`config.mk`:
```
export PLATFORM = sky130hd
export DESIGN_NAME = led7_scan
export DESIGN_NICKNAME = d
export VERILOG_FILES = /design/src/rtl/led7_pkg.sv /design/src/rtl/led7_hex_decode.sv /design/src/rtl/led7_scan.sv
export SDC_FILE = /design/constraint.sdc
export NUM_CORES = 1
export LEC_CHECK = 0
export BUFFER_PORTS_ARGS = -buffer_cell sky130_fd_sc_hd__clkbuf_2
export CORE_MARGIN = 1.5
export CORE_UTILIZATION = 44
export CTS_BUF_LIST = sky130_fd_sc_hd__clkbuf_4 sky130_fd_sc_hd__clkbuf_8
export CTS_CLUSTER_DIAMETER = 200
export DETAILED_ROUTE_END_ITERATION = 8
export PLACE_DENSITY_LB_ADDON = 0.15
export RECOVER_POWER = 100
export SYNTH_ARGS = -nofsm -noshare
export SYNTH_HDL_FRONTEND = slang
export SYNTH_SLANG_ARGS = --single-unit
```
`constraint.sdc`:
```
create_clock -name clk -period 5.2 [get_ports clk]
set_input_delay 1.3 -clock clk [delete_from_list [all_inputs] [get_ports clk]]
set_output_delay 1.3 -clock clk [all_outputs]
set_load 0.1 [all_outputs]
```
`src/rtl/led7_pkg.sv`:
```
// Shared types, segment decode table and helpers for the multiplexed 7-segment driver.
package led7_pkg;

  typedef logic [6:0] seg7_t;

  localparam seg7_t SEG_BLANK = 7'b0000000;

  // Active-high {a,b,c,d,e,f,g}, indexed by nibble value 0..F.
  localparam seg7_t SEG_TABLE [16] = '{
    7'b1111110, 7'b0110000, 7'b1101101, 7'b1111001,
    7'b0110011, 7'b1011011, 7'b1011111, 7'b1110000,
    7'b1111111, 7'b1111011, 7'b1110111, 7'b0011111,
    7'b1001110, 7'b0111101, 7'b1001111, 7'b1000111
  };

  function automatic logic nibble_is_zero(input logic [3:0] n);
    return n == 4'd0;
  endfunction

endpackage

```
`src/rtl/led7_hex_decode.sv`:
```
// Combinational nibble to active-high segment decoder; codes 10-15 blank unless hex_en.
module led7_hex_decode
  import led7_pkg::*;
(
  input  logic [3:0] nibble,
  input  logic       hex_en,
  output logic [6:0] seg
);

  always_comb begin
    seg = SEG_BLANK;
    if (hex_en || (nibble < 4'd10)) seg = SEG_TABLE[nibble];
  end

endmodule

```
`src/rtl/led7_scan.sv`:
```
// Multiplexed N-digit seven-segment scanner with tear-free frame-aligned updates,
// leading-zero blanking and configurable pin polarities.
module led7_scan
  import led7_pkg::*;
#(
  parameter int unsigned DIGITS         = 4,
  parameter int unsigned REFRESH_DIV    = 50000,
  parameter int unsigned BLANK_CYC      = 2,
  parameter int unsigned HEX_EN         = 1,
  parameter int unsigned SEG_ACTIVE_LOW = 1,
  parameter int unsigned AN_ACTIVE_LOW  = 1
) (
  input  logic                  clk,
  input  logic                  rst_n,
  input  logic                  load,
  input  logic [4*DIGITS-1:0]   value,
  input  logic [DIGITS-1:0]     dp_in,
  input  logic                  blank_lz,
  output logic [6:0]            segments,
  output logic                  dp,
  output logic [DIGITS-1:0]     anodes,
  output logic                  frame_done
);

  localparam int unsigned PW      = $clog2(REFRESH_DIV);
  localparam int unsigned IW      = $clog2(DIGITS);
  localparam logic        SEG_INV = (SEG_ACTIVE_LOW != 0);
  localparam logic        AN_INV  = (AN_ACTIVE_LOW != 0);
  localparam logic        HEX_ON  = (HEX_EN != 0);

  logic [PW-1:0]         pcnt;
  logic [IW-1:0]         idx;
  logic                  tick;
  logic                  boundary;
  logic [4*DIGITS-1:0]   pend_val;
  logic [4*DIGITS-1:0]   shad_val;
  logic [DIGITS-1:0]     pend_dp;
  logic [DIGITS-1:0]     shad_dp;
  logic                  pend;
  logic [DIGITS-1:0]     lz_mask;
  logic [DIGITS-1:0]     an_on;
  logic [3:0]            nib;
  logic                  dp_sel;
  logic                  lz_sel;
  logic                  lz_run;
  seg7_t                 dec_seg;
  seg7_t                 seg_on;

  always_comb begin
    tick     = (pcnt == PW'(REFRESH_DIV - 1));
    boundary = tick && (idx == IW'(DIGITS - 1));
  end

  always_ff @(posedge clk) begin
    if (!rst_n) begin
      pcnt <= '0;
      idx  <= '0;
    end else begin
      pcnt <= tick ? '0 : pcnt + 1'b1;
      if (tick) idx <= (idx == IW'(DIGITS - 1)) ? '0 : idx + 1'b1;
    end
  end

  // Shadow only changes on the frame boundary so a frame never mixes old and new digits.
  always_ff @(posedge clk) begin
    if (!rst_n) begin
      pend_val <= '0;
      pend_dp  <= '0;
      shad_val <= '0;
      shad_dp  <= '0;
      pend     <= 1'b0;
    end else if (load && boundary) begin
      shad_val <= value;
      shad_dp  <= dp_in;
      pend     <= 1'b0;
    end else begin
      if (boundary && pend) begin
        shad_val <= pend_val;
        shad_dp  <= pend_dp;
        pend     <= 1'b0;
      end
      if (load) begin
        pend_val <= value;
        pend_dp  <= dp_in;
        pend     <= 1'b1;
      end
    end
  end

  // Blank digit k>0 while every nibble from the top down to k is zero.
  always_comb begin
    lz_mask = '0;
    lz_run  = blank_lz;
    for (int unsigned k = DIGITS - 1; k >= 1; k--) begin
      lz_run     = lz_run & nibble_is_zero(shad_val[4*k +: 4]);
      lz_mask[k] = lz_run;
    end
  end

  always_comb begin
    nib    = '0;
    dp_sel = 1'b0;
    lz_sel = 1'b0;
    an_on  = '0;
    for (int unsigned k = 0; k < DIGITS; k++) begin
      if (idx == IW'(k)) begin
        nib      = shad_val[4*k +: 4];
        dp_sel   = shad_dp[k];
        lz_sel   = lz_mask[k];
        an_on[k] = (pcnt >= PW'(BLANK_CYC));
      end
    end
  end

  led7_hex_decode u_dec (
    .nibble (nib),
    .hex_en (HEX_ON),
    .seg    (dec_seg)
  );

  always_comb seg_on = lz_sel ? SEG_BLANK : dec_seg;

  always_ff @(posedge clk) begin
    if (!rst_n) begin
      segments   <= {7{SEG_INV}};
      dp         <= SEG_INV;
      anodes     <= {DIGITS{AN_INV}};
      frame_done <= 1'b0;
    end else begin
      segments   <= seg_on ^ {7{SEG_INV}};
      dp         <= dp_sel ^ SEG_INV;
      anodes     <= an_on ^ {DIGITS{AN_INV}};
      frame_done <= boundary;
    end
  end

endmodule

```
==> metrics <==
DP Area ~3700 sq um; highest metal used met4; Core Rows 32; M1 WL approximately 3800 um; syn_nets approximately 450; largest net degree at the start of global routing 50; Leak about 1.5 nW; WL met2 3560 um; post-synthesis sequential area ratio 0.410; Fmax between 200 and 300 MHz; DRC Markers 0; Cell Area, Synth roughly 3500 sq um; final number of setup-violating endpoints 0; RSZ-0062 raised after global routing false; CP Data Required Time ~5500 ps; WL per Instance 14.2 um; Ant. Diodes 0; failing checks max-capacitance violations, max-slew violations; die width slightly above 90 um; async set-reset flop share out of synthesis 0; Post-synth EDFFs 0; I/O pin total 37; area leader, netlist dfxtp_1; H-tree level count 3; Hold Crit Class flip-flop to flip-flop; layout cell share with drive strength beyond 1 0.110; Pins Over Slew Limit 50; CTS Hold Bufs 0; 1st-iter DRT viols ~130; Setup TNS 0 ps; crit path DAT 3750 ps; area of the die approximately 8500 sq um; HP Start pend_val[8]; first-pass GRT wire length around 13000 um; Worst-path clk slew around 80 ps; Final Skew 11.1 ps; Synth cell types slightly below 50; first drt pass iteration count 4; CTS tree done; met3 wire length ~280 um; GR Overflow Total 0; CP max FO 49; Synth Flop Type dfxtp_1; DP HPWL about 5200 um; average cell area after synthesis approximately 8.5 sq um; Seq cells post-synth between 70 and 80; Post-CTS Setup Repair Bufs 0; gr usage total 0.195; Die Ht 92.4 um; Num CTS Buffers 9; Pwr Total between 1 and 1.5 mW; Max Cap Viol 1; Final Hold Violating Endpoints 0; Critical Path Start Type primary input; remaining antenna violation count 0; Gate Count Post-Synth between 400 and 500; Post-Route WL slightly below 8000 um; Ys Warns 0; initial antenna violation count 0; GP Congestion between 0.7 and 0.8; CP Class primary input to flip-flop; Num Clock Sinks 72; vias in the first global route around 2700; largest cells by area after synthesis dfxtp_1 (41%), nand2_1 (6.4%), nor2_1 (5.8%); clock latency on the worst-skew pair about 360 ps; Worst VDD drop around 0.00016 V; CTS max path bufs 2; fin area ~3800 sq um; Synth top cells by count dfxtp_1 (72), nand2_1 (60), nor2_1 (54); status finished with violations; via count about 2900; Critical Path Start rst_n; CP endpoint kind flip-flop; root buffer cell clkbuf_8; most frequent cell after synthesis dfxtp_1; Nets ~480; IO Port Bufs 36; PD cells between 200 and 300 nW/um^2; area delta synth->final 9.15%; fin crit share 0.669; Worst slew margin -0.263; Worst R2R Start idx[0]; post-route minimum period roughly 3500 ps; Gates resized, CTS repair 0; Initial Util 0.455; slew at the pin closest to its max-slew limit 1890 ps; Synth top area share 0.410; vias per cell 5.38; total core area just under 8000 sq um
[worst paths after layout]
path	end	slack (ps)	depth (start not counted)
worst max-delay path	pcnt[11]	1720	3
worst min-delay path	pend_val[8]	470	2
worst min register to register	pend_val[8]	470	2
worst max register to register	shad_val[0]	1830	7
[worst max-delay path, stage by stage]
cell      delay (ps)
clkbuf_1        1330
nand2_1          830
nor2b_1          270
[layout make-up]
| cell class | count | area, sq um |
|---|---|---|
| multi-input combinational | 293 | 1800 |
| clock buffer | 10 | 131 |
| clock inverter | 6 | 60.1 |
| tap | 102 | 128 |
| sequential | 72 | 1440 |
| fill | 791 | 3890 |
| timing repair buffer | 39 | 181 |
| inverter | 24 | 90.1 |
[where the power goes]
part	total, mW	internal (mW)	switching [mW]	leakage (nW)
clock	0.436	0.224	0.212	0.0955
sequential	0.577	0.565	0.0116	0.587
combinational	0.0913	0.0281	0.0633	0.773
total	1.10	0.818	0.287	1.46
[per-layer routing]
layer | up-vias | GRT usage
li1 | 1480 | -
met3 | 12 | 0.0411
met2 | 50 | 0.320
met1 | 1398 | 0.248
met5 | - | 0
met4 | 0 | 0.0769
[state kept, by name, summed over array words and instances (netlist names), 2 cells and up]
name and flops:
pend_val 16, anodes 4, pcnt 16, segments 7, shad_dp 4, pend_dp 4, shad_val 16, idx 2
[cells in the final DEF (no fill, tap or decap), drive strengths merged, types with 3 or more instances in the layout]
master,count
dfxtp,72
nand2,61
nor2,54
clkbuf,47
inv,24
a21boi,21
o221ai,15
a21oi,12
ha,12
a31oi,11
nor2b,10
o21ai,10
xor2,10
nor3b,8
nand3b,6
o22ai,6
nand3,6
nor4,6
and3,6
o221a,5
nand4,4
xnor2,4
a211oi,3
nand2b,3
clkinv,3
or4,3
[cell families (layout without fill, tap and decap cells)]
logic type | count (synthesis) | count (layout) | share of synthesized area
compound gates | 90 | 90 | 0.193
simple gates | 175 | 175 | 0.246
mux | 2 | 2 | 0.00570
flops | 72 | 72 | 0.410
xor+xnor | 14 | 14 | 0.0349
buf+inv | 48 | 79 | 0.0673
fa+ha+maj | 12 | 12 | 0.0427
[stage by stage]
stage,hold WS [ps],utilization,std cells,setup slack [ps]
floorplan,440,-,413,2940
global placement,455,0.478,530,2370
detailed placement,463,0.478,530,2220
CTS,474,0.503,546,2190
global route,493,0.496,546,1340
finish,471,0.496,546,1720
Note: power is estimated with default switching activity, not from simulation.
